$ cat config.mk
export PLATFORM = sky130hd
export DESIGN_NAME = prog_counter_stack_flat
export DESIGN_NICKNAME = d
export VERILOG_FILES = /design/src/rtl/prog_counter_stack_if.sv /design/src/rtl/prog_counter_stack.sv /design/src/flat_wrapper.sv
export SDC_FILE = /design/constraint.sdc
export NUM_CORES = 1
export LEC_CHECK = 0
export BUFFER_PORTS_ARGS = -buffer_cell sky130_fd_sc_hd__buf_2
export CAP_MARGIN = 20
export CORE_MARGIN = 10
export CORE_UTILIZATION = 40
export CTS_BUF_LIST = sky130_fd_sc_hd__clkbuf_8
export DETAILED_ROUTE_END_ITERATION = 7
export PLACE_DENSITY = 0.65
export SLEW_MARGIN = 20
export SYNTH_ARGS = -nofsm -noshare
export SYNTH_HDL_FRONTEND = slang
export SYNTH_SLANG_ARGS = --single-unit
$ cat constraint.sdc
create_clock -name CLK -period 2.75 [get_ports CLK]
set_input_delay 0.6875 -clock CLK [delete_from_list [all_inputs] [get_ports CLK]]
set_output_delay 0.6875 -clock CLK [all_outputs]
set_load 0.005 [all_outputs]
$ cat src/rtl/prog_counter_stack_if.sv
// Control/status bundle between the control unit (master) and the program counter (slave).
interface prog_counter_stack_if #(
    parameter int N = 10
);
    logic         PC_LD;
    logic         PC_INC;
    logic [1:0]   PC_SEL;
    logic [N-1:0] DIN;
    logic         PUSH;
    logic         POP;
    logic [N-1:0] PC_COUNT;
    logic [N-1:0] STK_TOP;
    logic         STK_EMPTY;
    logic         STK_FULL;
    logic         STK_ERR;

    modport master (
        output PC_LD, PC_INC, PC_SEL, DIN, PUSH, POP,
        input  PC_COUNT, STK_TOP, STK_EMPTY, STK_FULL, STK_ERR
    );

    modport slave (
        input  PC_LD, PC_INC, PC_SEL, DIN, PUSH, POP,
        output PC_COUNT, STK_TOP, STK_EMPTY, STK_FULL, STK_ERR
    );
endinterface

$ cat src/rtl/prog_counter_stack.sv
// RAT CPU program counter with a hardware return-address stack and selectable load source.
module prog_counter_stack #(
    parameter int           N        = 10,
    parameter int           DEPTH    = 8,
    parameter logic [N-1:0] INTR_VEC = '1
) (
    input  logic                      CLK,
    input  logic                      RST,
    prog_counter_stack_if.slave       bus
);
    localparam int AW = $clog2(DEPTH);
    localparam int CW = AW + 1;

    logic [N-1:0]  pc;
    logic [N-1:0]  pc_plus1;
    logic [CW-1:0] count;
    logic          err;
    logic [N-1:0]  stack [DEPTH];

    logic          empty;
    logic          full;
    logic [N-1:0]  top;
    logic          push_ok;
    logic          pop_ok;
    logic          misuse;

    assign pc_plus1 = pc + N'(1);
    assign empty    = (count == '0);
    assign full     = (count == CW'(DEPTH));
    assign top      = empty ? '0 : stack[AW'(count - CW'(1))];

    // A simultaneous PUSH and POP is treated as misuse and neither takes effect.
    assign push_ok  = bus.PUSH && !bus.POP && !full;
    assign pop_ok   = bus.POP && !bus.PUSH && !empty;
    assign misuse   = (bus.PUSH && bus.POP) || (bus.PUSH && full) || (bus.POP && empty);

    always_ff @(posedge CLK) begin
        if (RST) begin
            pc    <= '0;
            count <= '0;
            err   <= 1'b0;
        end else begin
            if (bus.PC_LD) begin
                case (bus.PC_SEL)
                    2'd0:    pc <= bus.DIN;
                    2'd1:    pc <= top;
                    2'd2:    pc <= INTR_VEC;
                    default: pc <= pc;
                endcase
            end else if (bus.PC_INC) begin
                pc <= pc_plus1;
            end

            if (push_ok)
                count <= count + CW'(1);
            else if (pop_ok)
                count <= count - CW'(1);

            if (misuse)
                err <= 1'b1;
        end
    end

    // Entry storage is not reset; count alone decides which entries are valid.
    always_ff @(posedge CLK) begin
        if (!RST && push_ok)
            stack[AW'(count)] <= pc_plus1;
    end

    assign bus.PC_COUNT  = pc;
    assign bus.STK_TOP   = top;
    assign bus.STK_EMPTY = empty;
    assign bus.STK_FULL  = full;
    assign bus.STK_ERR   = err;
endmodule

$ cat src/flat_wrapper.sv
// flat-port wrapper written by rule: the top's interface ports become plain ports
module prog_counter_stack_flat 
#(
    parameter int           N        = 10,
    parameter int           DEPTH    = 8,
    parameter logic [N-1:0] INTR_VEC = '1
)
  (CLK, RST, bus_PC_LD, bus_PC_INC, bus_PC_SEL, bus_DIN, bus_PUSH, bus_POP, bus_PC_COUNT, bus_STK_TOP, bus_STK_EMPTY, bus_STK_FULL, bus_STK_ERR);
  prog_counter_stack_if #(.N(N)) bus_i ();
  input  logic CLK;
  input  logic RST;
  input wire logic [$bits(bus_i.PC_LD)-1:0] bus_PC_LD;
  input wire logic [$bits(bus_i.PC_INC)-1:0] bus_PC_INC;
  input wire logic [$bits(bus_i.PC_SEL)-1:0] bus_PC_SEL;
  input wire logic [$bits(bus_i.DIN)-1:0] bus_DIN;
  input wire logic [$bits(bus_i.PUSH)-1:0] bus_PUSH;
  input wire logic [$bits(bus_i.POP)-1:0] bus_POP;
  output wire logic [$bits(bus_i.PC_COUNT)-1:0] bus_PC_COUNT;
  output wire logic [$bits(bus_i.STK_TOP)-1:0] bus_STK_TOP;
  output wire logic [$bits(bus_i.STK_EMPTY)-1:0] bus_STK_EMPTY;
  output wire logic [$bits(bus_i.STK_FULL)-1:0] bus_STK_FULL;
  output wire logic [$bits(bus_i.STK_ERR)-1:0] bus_STK_ERR;
  assign bus_i.PC_LD = bus_PC_LD;
  assign bus_i.PC_INC = bus_PC_INC;
  assign bus_i.PC_SEL = bus_PC_SEL;
  assign bus_i.DIN = bus_DIN;
  assign bus_i.PUSH = bus_PUSH;
  assign bus_i.POP = bus_POP;
  assign bus_PC_COUNT = bus_i.PC_COUNT;
  assign bus_STK_TOP = bus_i.STK_TOP;
  assign bus_STK_EMPTY = bus_i.STK_EMPTY;
  assign bus_STK_FULL = bus_i.STK_FULL;
  assign bus_STK_ERR = bus_i.STK_ERR;
  prog_counter_stack #(.N(N), .DEPTH(DEPTH), .INTR_VEC(INTR_VEC)) u_core (.CLK(CLK), .RST(RST), .bus(bus_i));
endmodule
==> flow_summary_export.csv <==
group,metric,value,unit
finish,final_cells,490,
cts,clk_pin_slew_worst_paths,0.10,ns
finish,area_growth,17.5,%
cts,h-tree-depth,3,
cts,insertion_delay,0.36,ns
finish,final_cell_mix,"80 x edfxtp_1, 40 x buf_2, 25 x nand2_1, 25 x buf_4, 22 x nor2_1",
synthesis,syn-cell-area,4230,um2
sta,rsz0062_at_grt,"yes",
worst_setup_path,critical_path_arrival,2.02,ns
placed_design,port_buffers,40,
detailed_routing,drc_errors,0,
sta,maxSlewViolCount,0,
cts,cts_tree,"built",
placed_design,gp_congestion,0.793,
sta,fin_crit_sh,98.3,%
detailed_routing,ant_nets,0,
cts,numCtsBuffers,9,
worst_hold_path,hold_path.class,"register to register",
cts,cts-root-buf,"clkbuf_8",
worst_setup_path,slowest_delay,0.56,ns
synthesis,ys_ff_latch,95,
floorplanning,core-area,10300,um2
cts,clock_path_buffers,2,
finish,fin_util,48.1,%
floorplanning,die_x,123,um
global_routing,grt_pass1_vias,2694,
finish,layout_commonest_cell,"edfxtp_1",
global_routing,grt_first_pass_wirelength,15.9,mm
worst_setup_path,end_kind,"output port",
sta,worstMarginPinSlew,0.663,ns
floorplanning,placementRows,37,
synthesis,synth_ff_type,"edfxtp_1",
synthesis,synth_nets,311,
floorplanning,die-area,15100,um2
sta,fmax,370,MHz
finish,nets,373,
worst_setup_path,cp_num_buf_inv,2,
global_routing,grt_max_degree,25,
floorplanning,ioPinCount,41,
sta,period_needed,2.70,ns
worst_setup_path,worstSetupPathType,"register to output port",
worst_setup_path,critPathTopFamily,"multiplexers",
detailed_routing,post_drt_wl_per_cell,21.6,um
sta,hold_ws,0.540,ns
finish,multi_input_area,1430,um2
worst_setup_path,cp_cell_sequence,"buf_8 -> mux4_2 -> a22oi_1 -> nand2_1 -> buf_2",
synthesis,synth_edf_count,80,
finish,ff_latch_area,2710,um2
placed_design,dp_hpwl,7.05,mm
pwr,power_leakage,1.83,nW
global_routing,grtUsageTotal,14.1,%
sta,setup_violations,0,
pwr,ir_drop,0.000355,V
sta,final_hold_viol_count,0,
worst_setup_path,cp_max_fo,24,
synthesis,synth_seq_area_share,63.9,%
global_routing,antenna_found_initial,0,
sta,max_slew_margin,55.6,%
global_routing,gr-total-overflow,0,
pwr,power_density,723,nW/um2
flow_run,maxCapViolations,0,
status,status,"finished, final reports clean",
pwr,p_total,0.00359,W
worst_setup_path,critical-path-slowest-cell,"mux4_2",
synthesis,yosys.cell_types.count,50,
placed_design,placed_cells,470,
finish,diodes,0,
synthesis,synth_cells,287,
synthesis,synth-async-reset-ratio,0,%
finish,fill_cells,902,
finish,layout-drive-gt1-share,30.2,%
cts,clock_sinks,95,
synthesis,syn_avg_cell_area,14.7,um2
detailed_routing,viasPerCell,5.50,
worst_setup_path,worstPathRequired,2.06,ns
synthesis,yosys_warnings,0,
detailed_routing,routed_wl,10.6,mm
floorplanning,die_h,123,um
worst_setup_path,crit_path_start_kind,"register",
floorplanning,initial_core_util,41.0,%
detailed_routing,vias,2693,
detailed_routing,drt_iter0_drc,202,
sta,finalClockSkew,0.0140,ns
detailed_routing,firstDrtPassIters,4,
==> routing by layer <==
metal / global-route usage, % / routed length [um] / vias up
met5: 0 / 0 / -
li1: - / - / 1241
met1: 19.3 / 4500 / 1335
met2: 22.1 / 5040 / 109
met4: 4.34 / 97 / 0
met3: 2.89 / 954 / 8
==> worst reg2reg max path: stages, from the launching register on <==
cell,delay [ns]
dfxtp_2,0.36
inv_1,0.10
ha_4,0.19
and3b_1,0.17
or3b_1,0.47
nor2_1,0.16
nand2_1,0.13
nor2_1,0.27
buf_4,0.26
==> cells by family after synthesis <==
| group | share of synthesized area (%) |
|---|---|
| xor gates and xnor gates | 2.28 |
| AOI/OAI and AO/OA | 8.34 |
| muxes | 12.0 |
| and+or+nand+nor | 8.73 |
| buffers and inverters | 3.02 |
| DFF | 63.9 |
| adders and majority gates | 1.78 |
==> power breakdown <==
part	switching [W]	total [W]	internal [W]
clock	0.000529	0.000970	0.000441
combinational	0.000487	0.000938	0.000452
sequential	0.0000503	0.00168	0.00163
total	0.00107	0.00359	0.00253
==> synth_stat cells, drive strengths merged (2+ instances only) <==
cell type | count | area (um2)
o21ai | 22 | 110
dfxtp | 15 | 300
mux4 | 20 | 484
nand2 | 25 | 93.8
a21oi | 4 | 20.0
inv | 9 | 33.8
and2 | 2 | 12.5
nor2b | 3 | 18.8
or3 | 3 | 18.8
nand2b | 2 | 12.5
buf | 10 | 71.3
ha | 6 | 75.1
edfxtp | 80 | 2400
nor2 | 22 | 82.6
a22oi | 2 | 15.0
clkbuf | 6 | 22.5
or3b | 2 | 17.5
nand3 | 4 | 20.0
nor3 | 7 | 35.0
a211oi | 7 | 57.6
nand4 | 2 | 12.5
xor2 | 4 | 35.0
xnor2 | 7 | 61.3
a221oi | 6 | 58.8
==> sequential cells by signal, summed over array words and instances (netlist names) <==
register and count:
u_core.stack 80, u_core.bus.PC_COUNT 10, u_core.count 4, u_core.bus.STK_ERR 1
==> per-stage QoR <==
stage / area, um2 / setup TNS [ns] / setup slack, ns
2_1_floorplan: 4240 / 0 / 0.0240
6_report: 4970 / 0 / 0.0459
3_3_place_gp: 4700 / 0 / 0.315
5_1_grt: 4970 / -0.0995 / -0.0404
3_5_place_dp: 4700 / 0 / 0.266
4_1_cts: 4930 / 0 / 0.00566
==> worst paths after layout <==
check,from,to,slack [ns],cells past startpoint
hold reg to reg,u_core.bus.STK_ERR,u_core.bus.STK_ERR,0.54,2
hold / removal,u_core.bus.STK_ERR,u_core.bus.STK_ERR,0.54,2
setup / recovery,u_core.count[0],bus_STK_TOP[2],0.05,5
setup reg to reg,u_core.count[0],u_core.stack[7][0],0.34,8
==> layout make-up <==
type	instances	area share [%]
tap	136	3.42
clock inverter	7	1.76
multi-input combinational	167	28.7
sequential	95	54.4
inverter	9	0.680
timing repair buffer	67	8.51
clock buffer	9	2.49
==> timing repair <==
action / in CTS / in global routing
setup endpoints to repair: 10 / 10
buffers inserted: 0 / 4
pin swaps: 0 / 5
endpoints found under the hold margin: 0 / 0
hold buffers: 0 / 0
gates resized for setup: 4 / 4
(Power assumes the default switching activity.)
